## src/rtl/dct_arb_pkg.sv

```systemverilog
// Shared types and helpers for the DCT row arbiter: state encoding, row type,
// and ID-width helper.
package dct_arb_pkg;

  localparam int COEF_WIDTH_DEF = 16;
  localparam int ROW_W          = 8 * COEF_WIDTH_DEF;

  typedef logic [ROW_W-1:0] row_t;

  typedef enum logic {
    IDLE = 1'b0,
    BUSY = 1'b1
  } state_e;

  // Width needed to carry a requester index; never below one bit.
  function automatic int id_width(input int n);
    return (n <= 2) ? 1 : $clog2(n);
  endfunction

endpackage

```

## src/rtl/dct_arb_fifo.sv

```systemverilog
// Synchronous FIFO with registered write and combinational head read.
// The count output lets the caller compare occupancies of sibling FIFOs.
module dct_arb_fifo #(
  parameter int WIDTH = 8,
  parameter int DEPTH = 16
) (
  input  logic                   clk,
  input  logic                   rst,
  input  logic                   push_i,
  input  logic [WIDTH-1:0]       din_i,
  input  logic                   pop_i,
  output logic [WIDTH-1:0]       dout_o,
  output logic                   full_o,
  output logic                   empty_o,
  output logic [$clog2(DEPTH):0] count_o
);

  localparam int AW = $clog2(DEPTH);

  logic [WIDTH-1:0] mem_q [DEPTH];
  logic [AW-1:0]    wr_ptr_q;
  logic [AW-1:0]    rd_ptr_q;
  logic [AW:0]      count_q;
  logic             do_push;
  logic             do_pop;

  assign full_o  = (count_q == (AW+1)'(DEPTH));
  assign empty_o = (count_q == '0);
  assign count_o = count_q;
  assign dout_o  = mem_q[rd_ptr_q];

  assign do_push = push_i && !full_o;
  assign do_pop  = pop_i && !empty_o;

  // NOTE: the storage array is deliberately not reset; the pointers and count
  // alone define which entries are valid, and a reset-free array maps to RAM.
  always_ff @(posedge clk) begin
    if (do_push) begin
      mem_q[wr_ptr_q] <= din_i;
    end
  end

  // NOTE: sequential state uses non-blocking assignments so every register
  // samples pre-edge values regardless of process ordering.
  always_ff @(posedge clk) begin
    if (rst) begin
      wr_ptr_q <= '0;
      rd_ptr_q <= '0;
      count_q  <= '0;
    end else begin
      if (do_push) begin
        wr_ptr_q <= wr_ptr_q + AW'(1);
      end
      if (do_pop) begin
        rd_ptr_q <= rd_ptr_q + AW'(1);
      end
      count_q <= count_q + {{AW{1'b0}}, do_push} - {{AW{1'b0}}, do_pop};
    end
  end

endmodule

```

## src/rtl/dct_row_arbiter.sv

```systemverilog
// Block-granular round-robin arbiter sharing one pipelined row DCT, with
// credit-limited issue and a tagged in-order return stream.
// Optional counters are enabled by defining DCT_ROW_ARBITER_PERF_EN.
module dct_row_arbiter
  import dct_arb_pkg::*;
#(
  parameter int NUM_REQ    = 4,
  parameter int COEF_WIDTH = COEF_WIDTH_DEF,
  parameter int DEPTH      = 16
) (
  input  logic                            aclk,
  input  logic                            areset,
  input  logic [NUM_REQ-1:0]              req_valid,
  output logic [NUM_REQ-1:0]              req_ready,
  input  logic [NUM_REQ*8*COEF_WIDTH-1:0] req_row,
  input  logic [NUM_REQ-1:0]              req_last,
  output logic                            dct_en,
  output logic [8*COEF_WIDTH-1:0]         dct_row,
  input  logic                            dct_out_en,
  input  logic [8*COEF_WIDTH-1:0]         dct_row_out,
  output logic                            out_valid,
  input  logic                            out_ready,
  output logic [8*COEF_WIDTH-1:0]         out_row,
  output logic [$clog2(NUM_REQ)-1:0]      out_id,
  output logic                            out_last,
`ifdef DCT_ROW_ARBITER_PERF_EN
  output logic [31:0]                     perf_rows,
  output logic [31:0]                     perf_stall,
  output logic [NUM_REQ*16-1:0]           perf_blocks,
`endif
  output logic                            err
);

  localparam int RW = 8 * COEF_WIDTH;
  localparam int IW = id_width(NUM_REQ);
  localparam int CW = $clog2(DEPTH) + 1;
  localparam int TW = IW + 1;

  state_e        state_q, state_d;
  logic [IW-1:0] grant_q, grant_d;
  logic [IW-1:0] ptr_q, ptr_d;
  logic [CW-1:0] credits_q, credits_d;
  logic          err_q, err_d;

  logic          scan_found;
  logic [IW-1:0] scan_g;
  logic          act_valid;
  logic [IW-1:0] act_g;
  logic          has_credit;
  logic          issue;
  logic          pop;
  logic          spurious;

  logic          tag_push, tag_full, tag_empty;
  logic [TW-1:0] tag_head;
  logic [CW-1:0] tag_count;
  logic          data_push, data_full, data_empty;
  logic [RW-1:0] data_head;
  logic [CW-1:0] data_count;

  function automatic logic [IW-1:0] next_idx(input logic [IW-1:0] idx);
    return (idx == IW'(NUM_REQ - 1)) ? '0 : idx + IW'(1);
  endfunction

  // First valid requester at or after the pointer, scanning upward with wrap.
  always_comb begin : scan_p
    logic [IW-1:0] cand;
    scan_found = 1'b0;
    scan_g     = '0;
    cand       = ptr_q;
    for (int i = 0; i < NUM_REQ; i++) begin
      if (!scan_found && req_valid[cand]) begin
        scan_found = 1'b1;
        scan_g     = cand;
      end
      cand = next_idx(cand);
    end
  end

  assign has_credit = (credits_q != '0);

  // NOTE: every combinational output gets a default before any branch so no
  // path leaves a variable unassigned and no latch is inferred.
  always_comb begin
    act_valid = 1'b0;
    act_g     = grant_q;
    if (state_q == BUSY) begin
      act_valid = 1'b1;
    end else if (scan_found && has_credit) begin
      act_valid = 1'b1;
      act_g     = scan_g;
    end
  end

  always_comb begin
    req_ready = '0;
    if (act_valid && has_credit) begin
      req_ready[act_g] = 1'b1;
    end
  end

  assign issue   = act_valid && has_credit && req_valid[act_g];
  assign dct_en  = issue;
  assign dct_row = issue ? req_row[act_g*RW +: RW] : '0;

  always_comb begin
    state_d = state_q;
    grant_d = grant_q;
    ptr_d   = ptr_q;
    if (issue && req_last[act_g]) begin
      state_d = IDLE;
      ptr_d   = next_idx(act_g);
    end else if (act_valid) begin
      state_d = BUSY;
      grant_d = act_g;
    end
  end

  assign pop = out_valid && out_ready;

  always_comb begin
    credits_d = credits_q;
    case ({issue, pop})
      2'b10:   credits_d = credits_q - CW'(1);
      2'b01:   credits_d = credits_q + CW'(1);
      default: credits_d = credits_q;
    endcase
  end

  // Equal occupancies mean no issued row is awaiting its result.
  assign spurious  = (tag_count == data_count);
  assign err_d     = err_q || (dct_out_en && spurious);
  assign tag_push  = issue && !tag_full;
  assign data_push = dct_out_en && !spurious && !data_full;

  always_ff @(posedge aclk) begin
    if (areset) begin
      state_q   <= IDLE;
      grant_q   <= '0;
      ptr_q     <= '0;
      credits_q <= CW'(DEPTH);
      err_q     <= 1'b0;
    end else begin
      state_q   <= state_d;
      grant_q   <= grant_d;
      ptr_q     <= ptr_d;
      credits_q <= credits_d;
      err_q     <= err_d;
    end
  end

  dct_arb_fifo #(
    .WIDTH (TW),
    .DEPTH (DEPTH)
  ) u_tag_fifo (
    .clk     (aclk),
    .rst     (areset),
    .push_i  (tag_push),
    .din_i   ({act_g, req_last[act_g]}),
    .pop_i   (pop),
    .dout_o  (tag_head),
    .full_o  (tag_full),
    .empty_o (tag_empty),
    .count_o (tag_count)
  );

  dct_arb_fifo #(
    .WIDTH (RW),
    .DEPTH (DEPTH)
  ) u_data_fifo (
    .clk     (aclk),
    .rst     (areset),
    .push_i  (data_push),
    .din_i   (dct_row_out),
    .pop_i   (pop),
    .dout_o  (data_head),
    .full_o  (data_full),
    .empty_o (data_empty),
    .count_o (data_count)
  );

  // Heads are gated so the outputs read zero while nothing is buffered.
  assign out_valid = !data_empty && !tag_empty;
  assign out_row   = out_valid ? data_head : '0;
  assign out_id    = out_valid ? tag_head[TW-1:1] : '0;
  assign out_last  = out_valid && tag_head[0];
  assign err       = err_q;

`ifdef DCT_ROW_ARBITER_PERF_EN
  logic [31:0]         perf_rows_q;
  logic [31:0]         perf_stall_q;
  logic [NUM_REQ*16-1:0] perf_blocks_q;

  always_ff @(posedge aclk) begin
    if (areset) begin
      perf_rows_q   <= '0;
      perf_stall_q  <= '0;
      perf_blocks_q <= '0;
    end else begin
      if (issue) begin
        perf_rows_q <= perf_rows_q + 32'd1;
      end
      if (state_q == BUSY && req_valid[grant_q] && !has_credit) begin
        perf_stall_q <= perf_stall_q + 32'd1;
      end
      if (issue && req_last[act_g]) begin
        perf_blocks_q[act_g*16 +: 16] <= perf_blocks_q[act_g*16 +: 16] + 16'd1;
      end
    end
  end

  assign perf_rows   = perf_rows_q;
  assign perf_stall  = perf_stall_q;
  assign perf_blocks = perf_blocks_q;
`endif

endmodule

```

## config.mk

```make
export PLATFORM = sky130hd
export DESIGN_NAME = dct_row_arbiter
export DESIGN_NICKNAME = d
export VERILOG_FILES = /design/src/rtl/dct_arb_pkg.sv /design/src/rtl/dct_arb_fifo.sv /design/src/rtl/dct_row_arbiter.sv
export SDC_FILE = /design/constraint.sdc
export NUM_CORES = 2
export LEC_CHECK = 0
export ABC_AREA = 1
export BUFFER_PORTS_ARGS = -buffer_cell sky130_fd_sc_hd__clkbuf_2
export CAP_MARGIN = 10
export CORE_ASPECT_RATIO = 1.5
export CORE_UTILIZATION = 40
export CTS_BUF_LIST = sky130_fd_sc_hd__clkbuf_2 sky130_fd_sc_hd__clkbuf_4 sky130_fd_sc_hd__clkbuf_8
export DETAILED_ROUTE_END_ITERATION = 8
export PLACE_DENSITY = 0.68
export SYNTH_ARGS = -nofsm -noshare
export SYNTH_HDL_FRONTEND = slang
export SYNTH_SLANG_ARGS = --single-unit
```

## constraint.sdc

```tcl
create_clock -name aclk -period 9.25 [get_ports aclk]
set_input_delay 2.775 -clock aclk [delete_from_list [all_inputs] [get_ports aclk]]
set_output_delay 2.775 -clock aclk [all_outputs]
set_load 0.005 [all_outputs]
```

Word-level counts from Yosys, hierarchy flattened
Memory sizes are Yosys's and may differ from the RTL's. A register that Yosys moved wholly into a read port is not among the register bits.
Index checks and enable logic that the tools add are counted.
{"block": "totals", "out_inout_bits": 266, "in_bits": 652, "elab_cells": 121, "n_memories": 2, "reg_bits": 37, "mem_bits_rw": 2096}
{"name": "u_data_fifo.mem_q", "depth": 16, "word_bits": 128, "rd": 1, "rd_clocked_by_memory_dff": 1, "write_ports": 1, "line_no": "dct_arb_fifo.sv:20", "text": "logic [WIDTH-1:0] mem_q [DEPTH];"}
{"name": "u_tag_fifo.mem_q", "depth": 16, "word_bits": 3, "rd": 1, "rd_clocked_by_memory_dff": 1, "write_ports": 1, "line_no": "dct_arb_fifo.sv:20"}
{"block": "op_classes", "n_reduce_logical": 34, "n_eq_ne": 9, "shifts": 1, "muxes": 43, "bitwise_logic": 1, "order_cmp": 6, "addsub": 14}
{"operator": "variable part select 512 x 10 -> 128 bit", "count": 1}
{"operator": "2-to-1 mux 128 bit", "count": 2}
{"operator": "2-to-1 mux 2 bit", "count": 11}
{"operator": "2-to-1 mux 4 bit", "count": 5}
{"operator": "logical AND 1 bit", "count": 19}
{"operator": "2-to-1 mux 1 bit", "count": 17}
{"operator": "adder 4 x 1 -> 4 bit (second input constant)", "count": 4}
{"operator": "less-than comparator 2 x 3 -> 1 bit (second input constant)", "count": 5}
{"operator": "binary-select mux 1 bit (select 2 bit)", "count": 6}
{"operator": "adder 5 x 1 -> 5 bit", "count": 2}
{"operator": "equality test 2 bit (second input constant)", "count": 5}
{"operator": "equality test 5 bit (second input constant)", "count": 2}
{"operator": "zero test 5 bit", "count": 2}
{"operator": "case mux 5 bit (2 select lines)", "count": 1}
{"operator": "subtractor 5 x 1 -> 5 bit", "count": 2}
{"operator": "adder 2 x 1 -> 2 bit (second input constant)", "count": 4}
{"operator": "zero test 1 bit", "count": 8}
{"operator": "adder 5 x 1 -> 5 bit (second input constant)", "count": 1}
{"operator": "equality test 5 bit", "count": 1}
{"operator": "nonzero test 5 bit", "count": 1}
{"operator": "subtractor 5 x 1 -> 5 bit (second input constant)", "count": 1}
{"operator": "demux 1 bit (select 2 bit)", "count": 1}
{"operator": "equality test 2 x 1 -> 1 bit (second input constant)", "count": 1}
{"operator": ">= comparator 2 x 1 -> 1 bit (second input constant)", "count": 1}
{"operator": "5 further kinds", "count": 5}

Longest topological paths before layout
{"block": "depth", "depth_word": 22, "depth_mapped": 27, "mapped_depth_nobuf": 26}

By module
From an unflattened synthesis, not the netlist that was laid out.
{"block": "unflattened", "hier_cells": 9189, "area_unflattened_um2": 95685.5}
{"mod": "dct_arb_fifo at u_data_fifo", "seq_area_each_um2": 61839.3, "cells_per_inst": 7651, "area_each_um2": 85617.1, "n_inst": 1}
{"mod": "dct_row_arbiter", "seq_area_each_um2": 220.2, "cells_per_inst": 1210, "area_each_um2": 7035.5, "n_inst": 1}
{"mod": "dct_arb_fifo at u_tag_fifo", "seq_area_each_um2": 1781.7, "cells_per_inst": 328, "area_each_um2": 3032.9, "n_inst": 1}

Least setup slack after synthesis
No wires, ideal clock.
{"block": "synth_timing", "kind": "in2reg", "start": "input dct_out_en", "end": "memory u_data_fifo.mem_q[11][0] in the netlist's numbering, enable pin", "slack_ps": 70, "n_path_buf": 0, "cell_stages": 6, "required_time_ps": 8633, "arrival_ps": 8563, "setup_ps": 617, "path_cell_list": "o21ai_0 inv_1 nand2_1 inv_1 nand2_1 nor2_1"}
{"block": "synth_between", "elab_chain_cells": 5}
{"item": "start, declared", "line_no": "dct_row_arbiter.sv:19", "text": "input logic dct_out_en,"}
{"item": "logical AND 1 bit (2 in series)", "line_no": "dct_row_arbiter.sv:134", "text": "assign data_push = dct_out_en && !spurious && !data_full;"}
{"item": "logical AND 1 bit", "line_no": "dct_arb_fifo.sv:32", "text": "assign do_push = push_i && !full_o;"}
{"item": "net u_data_fifo.do_push", "line_no": "dct_arb_fifo.sv:24", "text": "logic do_push;"}
{"item": "2-to-1 mux 1 bit", "line_no": "dct_arb_fifo.sv:38", "text": "if (do_push) begin"}
{"item": "2-to-1 mux 1 bit (not written as such)", "line_no": "dct_arb_fifo.sv:39", "text": "mem_q[wr_ptr_q] <= din_i;"}
{"item": "end, declared", "line_no": "dct_arb_fifo.sv:20"}
The timed path passes the listed nets, and every way through them passes these cells.

Worst setup path in the final report
{"block": "layout_timing", "start": "input req_valid[3]", "end": "output dct_row[88]"}
{"block": "layout_between", "elab_chain_cells": 19, "word_cells_on_any_way": 33, "classes_between": "shift (1); mux (23); reduce/logical (9)"}
{"item": "start, declared", "line_no": "dct_row_arbiter.sv:13", "text": "input logic [NUM_REQ-1:0] req_valid,"}
{"item": "branches (longest 18 deep; another with binary-select mux 1 bit (select 2 bit))"}
{"item": "2-to-1 mux 128 bit (*)", "line_no": "dct_row_arbiter.sv:104", "text": "assign dct_row = issue ? req_row[act_g*RW +: RW] : '0;"}
{"item": "end, declared", "line_no": "dct_row_arbiter.sv:18", "text": "output logic [8*COEF_WIDTH-1:0] dct_row,"}
Every way passes the cells marked *. The select of a mux whose other input is x is not followed.

==> flow_summary_export.csv <==
group,metric,value,unit
power,power_leakage,34.09,nW
critical_path,required,6.48,ns
synthesis,postSynthAreaPerCell,13.07,um^2
sta,setup_violations,0,
placement,routabilityCongestion,1.041,
critical_path,endpoint_kind,"output pin",
die,chipHeight,576.9,um
die,core,218600,um^2
sta,clock_skew,0.07543,ns
route,drt-wirelength-per-cell,31.47,um
sta,clock.fmax,116.7,MHz
power,power-per-cell-area,300.7,nW/um^2
synthesis,syn_inst,6741,
synthesis,ys_ff_latch,2141,
sta,fin_crit,8.571,ns
finish,final_area,102000,um^2
cts,path_clk_slew,0.07,ns
synthesis,ys_types,42,
die,fp.dieW,385.3,um
placement,post-place-ws,0.9130,ns
sta,finalSetupTns,0,ns
critical_path,arrival,5.80,ns
run_status,status,"complete, no violations",
synthesis,synth_area_leaders,"edfxtp_1 (71%), o21ai_0 (7.5%), nor2_1 (4.8%)",
route,final_antenna_net_count,0,
job,drv_cap,0,
sta,slew_headroom,0.1015,
cts,cts_buffer_depth,4,
route,via_per_inst,5.958,
synthesis,yosysTopAreaCellShare,0.7142,
global_route,grt_overflow,0,
sta,slew_violations,0,
finish,syn2layout_area_growth,15.73,%
sta,finalCritPeriodShare,0.9266,
route,first_pass_iters,5,
synthesis,ys_warn_count,0,
die,num_io_pins,918,
global_route,grt_max_degree,256,
power,ir_drop,0.2980,mV
critical_path,cp_max_fo,40,
synthesis,synth_seq_area_share,0.7244,
cts,ctsResizeCount,0,
sta,grt_setup_unrepaired,"false",
global_route,antenna_found_initial,166,
synthesis,synth_top_cell_by_area,"edfxtp_1",
route,drc,0,
global_route,track_usage,0.2944,
cts,clock-sinks,2141,
route,wirelength,338500,um
critical_path,crit_type,"in -> out",
worst_hold_path,hold_class,"reg -> reg",
cts,cts_max_level,5,
die,start_util,0.4031,
cts,cts_hold_buf,0,
finish,nets,8232,
critical_path,cpMaxStageDelayCell,"o21bai_1",
die,die_area,222300,um^2
finish,final_cells,10760,
die,num_rows,210,
sta,hold_viol,0,
sta,finalWorstSetupSlack,0.6789,ns
critical_path,start_kind,"primary input",
route,drt_iter0_markers,7105,
placement,io_buffers,917,
route,vias,64090,
global_route,grt_pass1_vias,60970,
cts,cts_buffers,323,
synthesis,syn_nets,7427,
placement,hpwl,201800,um
global_route,grt_pass1_wl,459000,um
cts,postCtsSetupBuffers,0,
placement,dpl.cell_count,10080,
finish,mostFrequentLayoutCell,"edfxtp_1",
cts,cts_tree,"built",
cts,clkLatencyLatePin,0.95,ns
synthesis,syn_area,88130,um^2
placement,post_dp_cell_area,95470,um^2
critical_path,crit_chain,"clkbuf_2 -> inv_1 -> nand2_1 -> nand3_1 -> nand2_2 -> nor2_4 -> nand3b_2 -> inv_1 -> nand2_1 -> nand3_2 -> nand2_8 -> buf_4 -> o21bai_1 -> a21oi_2 -> clkbuf_2",
cts,clock-root-buffer,"clkbuf_8",
finish,layout_common_cells,"edfxtp_1 (2,096), o21ai_0 (1,320), nor2_1 (1,103)",
critical_path,cpPeakStageDelay,0.98,ns
power,p_total,0.03067,W
sta,tightest_slew,1.348,ns
finish,drive_above_1_share,0.2113,
## sequential cells by signal, indices dropped and copies added, names as in the netlist, named ones only
register              flops
u_tag_fifo.wr_ptr_q       4
state_q                   1
grant_q                   2
u_data_fifo.mem_q      2048
credits_q                 5
err                       1
u_tag_fifo.rd_ptr_q       4
u_data_fifo.rd_ptr_q      4
u_data_fifo.count_o       5
ptr_q                     2
u_data_fifo.wr_ptr_q      4
u_tag_fifo.mem_q         48
u_tag_fifo.count_o        5
## layer usage
metal	track usage	share of wire
met1	0.3293	0.35
met2	0.4604	0.47
met3	0.09379	0.099
met4	0.2389	0.084
met5	0	0.0018
## critical path, delay by kind of cell
family,cells,cell delay (ns)
compound gates,2,1.12
buf+inv,5,0.79
simple gates,8,1.02
## cell type report
type | instances | area (um^2)
Fill cell | 19180 | 116600
Sequential cell | 2141 | 63860
Inverter | 81 | 329.1
Clock buffer | 410 | 5136
Timing Repair Buffer | 1029 | 5793
Multi-Input combinational cell | 3970 | 21910
Clock inverter | 151 | 1107
Tap cell | 2862 | 3581
Antenna cell | 113 | 282.8
## final timing paths
check,slack (ns),endpoint,start,depth (start not counted)
setup reg to reg,4.11,credits_q[4],ptr_q[0],25
hold reg to reg,0.47,u_data_fifo.rd_ptr_q[3],u_data_fifo.rd_ptr_q[3],2
hold / removal,0.47,u_data_fifo.rd_ptr_q[3],u_data_fifo.rd_ptr_q[3],2
setup / recovery,0.68,dct_row[88],req_valid[3],15
## kinds of logic after synthesis
kind of cell | Yosys count | synth area share
simple gates | 1369 | 0.06143
compound gates | 2554 | 0.1788
flops | 2141 | 0.7244
fa+ha+maj | 34 | 0.005082
xor+xnor | 13 | 0.001292
buf+inv | 630 | 0.02903
## metrics by stage
| step | util | hold WS (ns) |
|---|---|---|
| global placement | 0.4367 | 0.4431 |
| detailed placement | 0.4367 | 0.4508 |
| CTS | 0.4653 | 0.4686 |
| finish | 0.4666 | 0.4651 |
| global route | 0.4659 | 0.4935 |
| floorplan | - | 0.4364 |
## Yosys cell counts (all sizes together)
cell type  count
edfxtp      2096
o21ai       1320
nor2        1123
clkbuf       465
o221ai       366
a21oi        289
o21bai       256
o211ai       158
o22ai        158
nand3        135
nand2         95
buf           84
inv           79
dfxtp         45
ha            31
xor2          10
nand4          6
nor3           6
fa             3
xnor2          3
a211oi         2
and3           2
clkinv         2
nand3b         2
a2111oi        1
a21boi         1
a21o           1
a31oi          1
o21a           1
## power by group
part | internal [W] | switching, W | total, W
sequential | 0.0113 | 0.000199 | 0.0115
combinational | 0.00351 | 0.00801 | 0.0115
clock | 0.00404 | 0.00363 | 0.00767
total | 0.0188 | 0.0118 | 0.0307
Note: power is estimated with default switching activity, not from simulation.
